<file path="config.mk">
export PLATFORM = sky130hd
export DESIGN_NAME = ctrl_cmd_driver
export DESIGN_NICKNAME = d
export VERILOG_FILES = /design/src/rtl/ctrl_cmd_driver.sv
export SDC_FILE = /design/constraint.sdc
export NUM_CORES = 1
export LEC_CHECK = 0
export CORE_UTILIZATION = 38
export DETAILED_ROUTE_END_ITERATION = 12
export GPL_ROUTABILITY_DRIVEN = 0
export GPL_TIMING_DRIVEN = 1
export SLEW_MARGIN = 20
export SYNTH_ARGS = -nofsm -noshare
export SYNTH_HDL_FRONTEND = slang
export SYNTH_SLANG_ARGS = --single-unit
</file>
<file path="constraint.sdc">
create_clock -name clk -period 4.1 [get_ports clk]
set_clock_uncertainty 0.2 [all_clocks]
set_input_delay 0.41 -clock clk [delete_from_list [all_inputs] [get_ports clk]]
set_output_delay 0.41 -clock clk [all_outputs]
set_load 0.005 [all_outputs]
</file>
<file path="src/rtl/ctrl_cmd_driver.sv">
// Control-interface initiator: queues {len, word} commands and drives each beat as a one-cycle enable strobe.
// Latency: a push into an empty queue strobes enable two edges later; cmd_ready drops only when the queue is full.
module ctrl_cmd_driver #(
  parameter int DEPTH = 4,
  parameter int GAP   = 1
) (
  input  logic                         clk,
  input  logic                         reset,
  input  logic                         cmd_valid,
  output logic                         cmd_ready,
  input  logic [31:0]                  cmd_word,
  input  logic [3:0]                   cmd_len,
  output logic                         enable,
  output logic [7:0]                   op_code,
  output logic [7:0]                   address,
  output logic [15:0]                  data,
  output logic                         busy,
  output logic                         done,
  output logic [$clog2(DEPTH+1)-1:0]   fifo_count
);

  localparam int AW = $clog2(DEPTH);
  localparam int CW = $clog2(DEPTH + 1);
  localparam int GW = (GAP > 1) ? $clog2(GAP) : 1;

  typedef enum logic [1:0] {
    S_IDLE  = 2'd0,
    S_DRIVE = 2'd1,
    S_GAP   = 2'd2
  } state_t;

  typedef struct packed {
    logic [3:0]  len;
    logic [7:0]  op;
    logic [7:0]  addr;
    logic [15:0] data;
  } cmd_t;

  cmd_t          mem_q [DEPTH];
  logic [AW-1:0] wr_ptr_q, wr_ptr_d;
  logic [AW-1:0] rd_ptr_q, rd_ptr_d;
  logic [CW-1:0] count_q, count_d;

  state_t        state_q, state_d;
  logic          enable_q, enable_d;
  logic          done_q, done_d;
  logic [7:0]    op_q, op_d;
  logic [7:0]    addr_q, addr_d;
  logic [15:0]   data_q, data_d;
  logic [3:0]    beats_q, beats_d;
  logic [GW-1:0] gap_q, gap_d;

  logic full, empty, push, pop, load, step;
  cmd_t head, cmd_in;

  assign full      = (count_q == CW'(DEPTH));
  assign empty     = (count_q == '0);
  assign cmd_ready = !full;
  assign push      = cmd_valid && !full;
  assign head      = mem_q[rd_ptr_q];
  assign cmd_in    = '{len: cmd_len, op: cmd_word[31:24], addr: cmd_word[23:16], data: cmd_word[15:0]};

  always_comb begin
    wr_ptr_d = wr_ptr_q;
    rd_ptr_d = rd_ptr_q;
    count_d  = count_q;
    if (push) begin
      wr_ptr_d = (wr_ptr_q == AW'(DEPTH - 1)) ? '0 : wr_ptr_q + 1'b1;
    end
    if (pop) begin
      rd_ptr_d = (rd_ptr_q == AW'(DEPTH - 1)) ? '0 : rd_ptr_q + 1'b1;
    end
    case ({push, pop})
      2'b10:   count_d = count_q + CW'(1);
      2'b01:   count_d = count_q - CW'(1);
      default: count_d = count_q;
    endcase
  end

  // load = pop a new command and present its first beat; step = next beat of the current burst
  always_comb begin
    state_d  = state_q;
    enable_d = enable_q;
    done_d   = done_q;
    op_d     = op_q;
    addr_d   = addr_q;
    data_d   = data_q;
    beats_d  = beats_q;
    gap_d    = gap_q;
    pop      = 1'b0;
    load     = 1'b0;
    step     = 1'b0;

    case (state_q)
      S_IDLE: begin
        if (!empty) load = 1'b1;
      end
      S_DRIVE: begin
        if (GAP > 0) begin
          enable_d = 1'b0;
          done_d   = 1'b0;
          gap_d    = GW'(GAP - 1);
          state_d  = S_GAP;
        end else if (beats_q != 4'd0) begin
          step = 1'b1;
        end else if (!empty) begin
          load = 1'b1;
        end else begin
          enable_d = 1'b0;
          done_d   = 1'b0;
          state_d  = S_IDLE;
        end
      end
      S_GAP: begin
        if (gap_q != '0) begin
          gap_d = gap_q - 1'b1;
        end else if (beats_q != 4'd0) begin
          step = 1'b1;
        end else if (!empty) begin
          load = 1'b1;
        end else begin
          state_d = S_IDLE;
        end
      end
      default: begin
        enable_d = 1'b0;
        done_d   = 1'b0;
        state_d  = S_IDLE;
      end
    endcase

    if (load) begin
      pop      = 1'b1;
      op_d     = head.op;
      addr_d   = head.addr;
      data_d   = head.data;
      beats_d  = (head.len == 4'd0) ? 4'd0 : head.len - 4'd1;
      done_d   = (head.len <= 4'd1);
      enable_d = 1'b1;
      state_d  = S_DRIVE;
    end

    if (step) begin
      addr_d   = addr_q + 8'd1;
      beats_d  = beats_q - 4'd1;
      done_d   = (beats_q == 4'd1);
      enable_d = 1'b1;
      state_d  = S_DRIVE;
    end
  end

  // Storage needs no reset: the pointers and count define which entries are live.
  always_ff @(posedge clk) begin
    if (push) mem_q[wr_ptr_q] <= cmd_in;
  end

  always_ff @(posedge clk or posedge reset) begin
    if (reset) begin
      wr_ptr_q <= '0;
      rd_ptr_q <= '0;
      count_q  <= '0;
      state_q  <= S_IDLE;
      enable_q <= 1'b0;
      done_q   <= 1'b0;
      op_q     <= 8'hff;
      addr_q   <= 8'hff;
      data_q   <= 16'hffff;
      beats_q  <= 4'd0;
      gap_q    <= '0;
    end else begin
      wr_ptr_q <= wr_ptr_d;
      rd_ptr_q <= rd_ptr_d;
      count_q  <= count_d;
      state_q  <= state_d;
      enable_q <= enable_d;
      done_q   <= done_d;
      op_q     <= op_d;
      addr_q   <= addr_d;
      data_q   <= data_d;
      beats_q  <= beats_d;
      gap_q    <= gap_d;
    end
  end

  assign enable     = enable_q;
  assign done       = done_q;
  assign op_code    = op_q;
  assign address    = addr_q;
  assign data       = data_q;
  assign fifo_count = count_q;
  assign busy       = (state_q != S_IDLE) || (count_q != '0);

endmodule

</file>
== After elaboration in Yosys (flattened, before gate mapping) ==
Memory sizes are Yosys's and may differ from the RTL's.
Index checks and enable logic that the tools add are counted.
Cells by class
  multiplexer cells: 31
  equality and inequality tests: 13
  add/subtract/negate cells: 8
  reduce and logical (&&, ||, !) cells: 14
  $lt $le $gt $ge: 1
Operators with widths (number)
  two-way mux 8 bit: 2
  two-way mux 1 bit: 15
  two-way mux 2 bit: 7
  two-way mux 4 bit: 3
  != test 4 bit (second input constant): 3
  adder 8 x 1 -> 8 bit (second input constant): 1
  equality test 2 bit (second input constant): 4
  nonzero test 2 bit: 4
  subtractor 4 x 1 -> 4 bit (second input constant): 2
  case mux 2 bit (3 select lines): 1
  case mux 3 bit (2 select lines): 1
  adder 2 x 1 -> 2 bit (second input constant): 2
  equality test 2 x 1 -> 1 bit (second input constant): 2
  equality test 4 x 1 -> 1 bit (second input constant): 1
  less-or-equal comparator 4 x 1 -> 1 bit (second input constant): 1
  zero test 4 bit: 1
  case mux 1 bit (2 select lines): 2
  AND reduction 4 bit: 1
  nonzero test 4 bit: 1
  adder 3 x 1 -> 3 bit (second input constant): 1
  equality test 3 bit (second input constant): 1
  zero test 3 bit: 1
  != test 3 x 1 -> 1 bit (second input constant): 1
  != test 3 bit (second input constant): 1
  8 further kinds: 8
Word-level totals
  output and inout port bits: 39
  flip-flop bits (word level): 48
  memories kept: 1
  bits in writable memories: 144
  bits of input ports: 39
  word-level logic and storage cells: 79
Memory list
  mem_q: words 4, bits a word 36, rd ports 1, clocked after Yosys merged registers in 0, write ports 1, RTL line 39  | cmd_t mem_q [DEPTH];

== Logic depth before layout (Yosys ltp) ==
  depth after elaboration: 8
  gate-level depth with buffers: 13
  depth with buffers taken out: 11

== Worst setup path after synthesis ==
OpenSTA, ideal clock, no wires.
  path type: reg2reg
  start: register beats_q[0]
  end: register count_q[2], in the netlist fifo_count[2]
  slack: 1.191 ns
  cell stages (with the launch flop): 14
  library setup time: 0.079 ns
  required time: 3.821 ns
  buffers on the path: 2
  data arrival time: 2.630 ns
  path through: dfrtp_1 inv_1 ha_1 or3b_4 a21o_4 nor2_4 buf_6 buf_12 ha_1 inv_1 fa_1 xor2_1 nor2_1 xor2_1
Between the ends
  word-level cells in the longest chain between the ends: 7
  elaborated cells between the ends (all ways): 9
  classes of those cells: eq/ne (2); mux (5); reduce/logical (2)
RTL lines
  from (decl): RTL line 50  | logic [3:0] beats_q, beats_d;
  from (signal assigned): RTL line 180  | beats_q <= beats_d;
  nonzero test 4 bit (*): RTL line 117  | end else if (beats_q != 4'd0) begin
  two-way mux 1 bit (*): RTL line 117
  two-way mux 1 bit (*): RTL line 115  | if (gap_q != '0) begin
  case mux 1 bit (2 select lines) (*): RTL line 94  | case (state_q)
  via load: RTL line 53  | logic full, empty, push, pop, load, step;
  two-way mux 1 bit (*): RTL line 132  | if (load) begin
  equality test 2 x 1 -> 1 bit / equality test 2 bit (equally long branches): RTL line 73  | case ({push, pop})
  case mux 3 bit (2 select lines) / nonzero test 2 bit (equally long branches)
  to (signal assigned): RTL line 173  | count_q <= count_d;
  to (decl): RTL line 42  | logic [CW-1:0] count_q, count_d;
Mark *: on every way through the listed nets, which the timed path passes. The rest lies on a longest branch.
A chain may end at the register's enable or synchronous reset.

== Worst setup path after layout ==
  start: register beats_q[0]
  end: register count_q[2], in the netlist fifo_count[2]
Between the ends
  word-level cells in the longest chain between the ends: 7
  elaborated cells between the ends (all ways): 9
  classes of those cells: eq/ne (2); mux (5); reduce/logical (2)
RTL lines (RTL line)
  nonzero test 4 bit (*): 117
  two-way mux 1 bit (*): 117
  two-way mux 1 bit (*): 115
  case mux 1 bit (2 select lines) (*): 94
  two-way mux 1 bit (*): 132
  equality test 2 x 1 -> 1 bit / equality test 2 bit (equally long branches): 73
  case mux 3 bit (2 select lines) / nonzero test 2 bit (equally long branches)
Every way passes the cells marked *; elsewhere a longest branch is shown, timed or not.

==> flow_summary.toml <==
[drt]
firstDrtPassIters = 4
via_per_inst = 4.92
routed-via-count = 3718
drt_iter0_drc = 242
antenna_left = 0
wirelength_mm = 13.9
drc = 0
wire_per_inst_um = 18.4

[floorplanning]
start_util_pct = 38.8
ios = 78
rows = 51
die_w_um = 143
die_area_um2 = 20500
die_h_um = 143
coreArea_um2 = 19500

[cells_and_area]
layout-drive-gt1-share_pct = 28.4
utilization_pct = 47.5
final_cells = 755
syn_to_final_growth_pct = 22.2
fin_nets = 527
n_antenna_cell = 0

[clock_tree]
hold_buffers = 0
root_buffer = "clkbuf_16"
cts_sinks = 191
post_cts_resized = 0
clkTransAtPathRegs_ns = 0.07
cts_buffers = 17
htreeDepth = 4
tritoncts = "done"
cts.path.max_buffers = 2
cts_setup_buffers = 0
worstSkewPairLatency_ns = 0.42

[placed_design]
hpwlAfterDp_mm = 8.24
post-place-ws_ns = 1.28
placed_cells = 723
port_buffers = 77

[grt]
grt_first_pass_wirelength_mm = 22.1
first_global_vias = 4112
antenna_found_initial = 0
grt_max_degree = 37
grt_use_met2_pct = 23.9
gr-max-usage-layer = "met2"
grt_usage_pct = 14.8
gr-total-overflow = 0
gr-usage-met1_pct = 18.9
use_met3_pct = 4.09

[pwr]
power.density_nw_per_um2 = 787
p_leak_uw = 0.00317
p_total_uw = 7280
ir_worst_vdd_uv = 353

[logic_synthesis]
yosysWarnings = 0
syn_avg_cell_area_um2 = 19.3
synth_cell_types = 47
synth_cells = 392
synth_seq_cells = 191
ys_top_cells_by_area = "edfxtp_1 (57%), dfstp_2 (11%), mux4_2 (10%), dfrtp_1 (5.0%), mux2_2 (3.0%)"
async_flop_share_pct = 24.6
netlist_area_um2 = 7560
synth_edf_count = 144
synth_top_area_share_pct = 57.2
syn-num-nets = 442
ys_seq_area_share_pct = 73.3
synth-main-ff-cell = "edfxtp_1"
synth_area_leader_cell = "edfxtp_1"

[timing]
fin_crit_sh_pct = 69.3
slew_viol_final = 0
period_minus_slack_ns = 2.84
setup_ws_ns = 1.26
fmaxAchievable_mhz = 352
tightest_slew_ns = 1.07
hold_viol_final = 0
tns_ns = 0
grt_setup_unrepaired = "no"
maxSlewHeadroom_pct = 28.9
finalSetupViolCount = 0

[critical_path]
crit_path_end_kind = "flip-flop"
critPathMaxFanout = 9
path_class = "flip-flop to flip-flop"
required_ns = 4.24
critPathArrivalTime_ns = 2.98
startpoint_type = "flip-flop"
reg2regPathDepth = 11

[job]
cap_violations = 0

[run_status]
outcome = "finished clean"

[worst_hold_path]
min_path_type = "input pin to asynchronous set/reset pin"
-- final timing paths --
kind,slack (ns),from,endpoint
min in group clk,0.32,address[4],address[4]
max in group asynchronous,2.63,reset,data[0]
worst max-delay path,1.26,beats_q[0],fifo_count[2]
worst min register to register,0.32,address[4],address[4]
worst max register to register,1.26,beats_q[0],fifo_count[2]
worst min-delay path,0.30,reset,fifo_count[1]
-- cells in the final DEF, fill, tap and decap left out, types with 2 or more instances in the layout --
cell type / count
nor2_1: 14
nor3_1: 4
and3_4: 2
a22oi_1: 3
clkdlybuf4s50_1: 77
o21ai_0: 8
mux4_2: 35
dfstp_2: 32
inv_1: 14
nand3_1: 5
o32ai_1: 3
buf_4: 4
bufinv_16: 5
dfrtp_1: 13
ha_1: 10
nand2_1: 11
xor2_1: 2
clkinvlp_4: 3
clkbuf_1: 4
a21oi_1: 15
mux2_4: 7
o22ai_1: 4
mux2_2: 20
and3_2: 2
clkbuf_16: 17
dfrtp_2: 2
a31oi_1: 3
edfxtp_1: 144
nor3_2: 2
-- sequential cells by signal, indices dropped and copies added (netlist names) --
| name | cells |
|---|---|
| mem_q | 144 |
| data | 16 |
| address | 8 |
| op_code | 8 |
| beats_q | 4 |
| fifo_count | 3 |
| rd_ptr_q | 2 |
| state_q | 2 |
| wr_ptr_q | 2 |
| done | 1 |
| enable | 1 |
-- logic make-up (layout without fill, tap and decap cells) --
group                      count (synthesis)  after routing  share of synthesized area (%)
adders and majority gates                 11             11                           1.92
buffers and inverters                     30            128                           2.04
AOI/OAI and AO/OA                         46             46                           3.96
and+or+nand+nor                           47             47                           3.19
DFF                                      191            191                           73.3
xor gates and xnor gates                   3              3                          0.348
muxes                                     64             64                           15.3
-- worst max-delay path, stage by stage, from the launching register on --
cell and delay [ns]:
dfrtp_1 0.43, inv_1 0.10, ha_1 0.19, or3b_4 0.42
a21o_4 0.27, nor2_4 0.10, ha_1 0.19, inv_1 0.07
fa_1 0.38, xor2_1 0.17, nor2_1 0.11, xor2_1 0.15
-- synth_stat cells (5+ instances only) --
| library cell | n |
|---|---|
| dfstp_2 | 32 |
| inv_1 | 15 |
| clkbuf_1 | 6 |
| mux4_2 | 35 |
| a21oi_1 | 15 |
| nand3_1 | 5 |
| ha_1 | 10 |
| mux2_4 | 7 |
| nand2_1 | 11 |
| dfrtp_1 | 15 |
| buf_2 | 5 |
| edfxtp_1 | 144 |
| nor2_1 | 14 |
| o21ai_0 | 8 |
| mux2_2 | 20 |
-- area by class of cell --
type                       count  area (um2)
inverter                      15        56.3
timing repair buffer          81         801
clock buffer                  21         440
clock inverter                11         190
tap                          265         332
fill                        1655       10200
multi-input combinational    171        1880
sequential                   191        5540
-- per-stage QoR --
step / hold WS (ns) / instance area (um2)
after detailed placement: 0.304 / 8600
after global routing: 0.347 / 9240
after floorplan: 0.287 / 7560
final: 0.296 / 9240
after global placement: 0.302 / 8600
after CTS: 0.312 / 9230
-- power by group --
group	switching [uW]	internal [uW]	leakage, uW
logic	1110	1300	0.00104
registers	316	2780	0.00183
clock network	685	1080	0.000295
-- routing by layer --
metal,vias up,routed length [um]
met5,-,0
met4,0,241
met3,16,626
met2,83,6820
met1,1898,6190
li1,1721,-
Power figures use the tool's default switching activity.
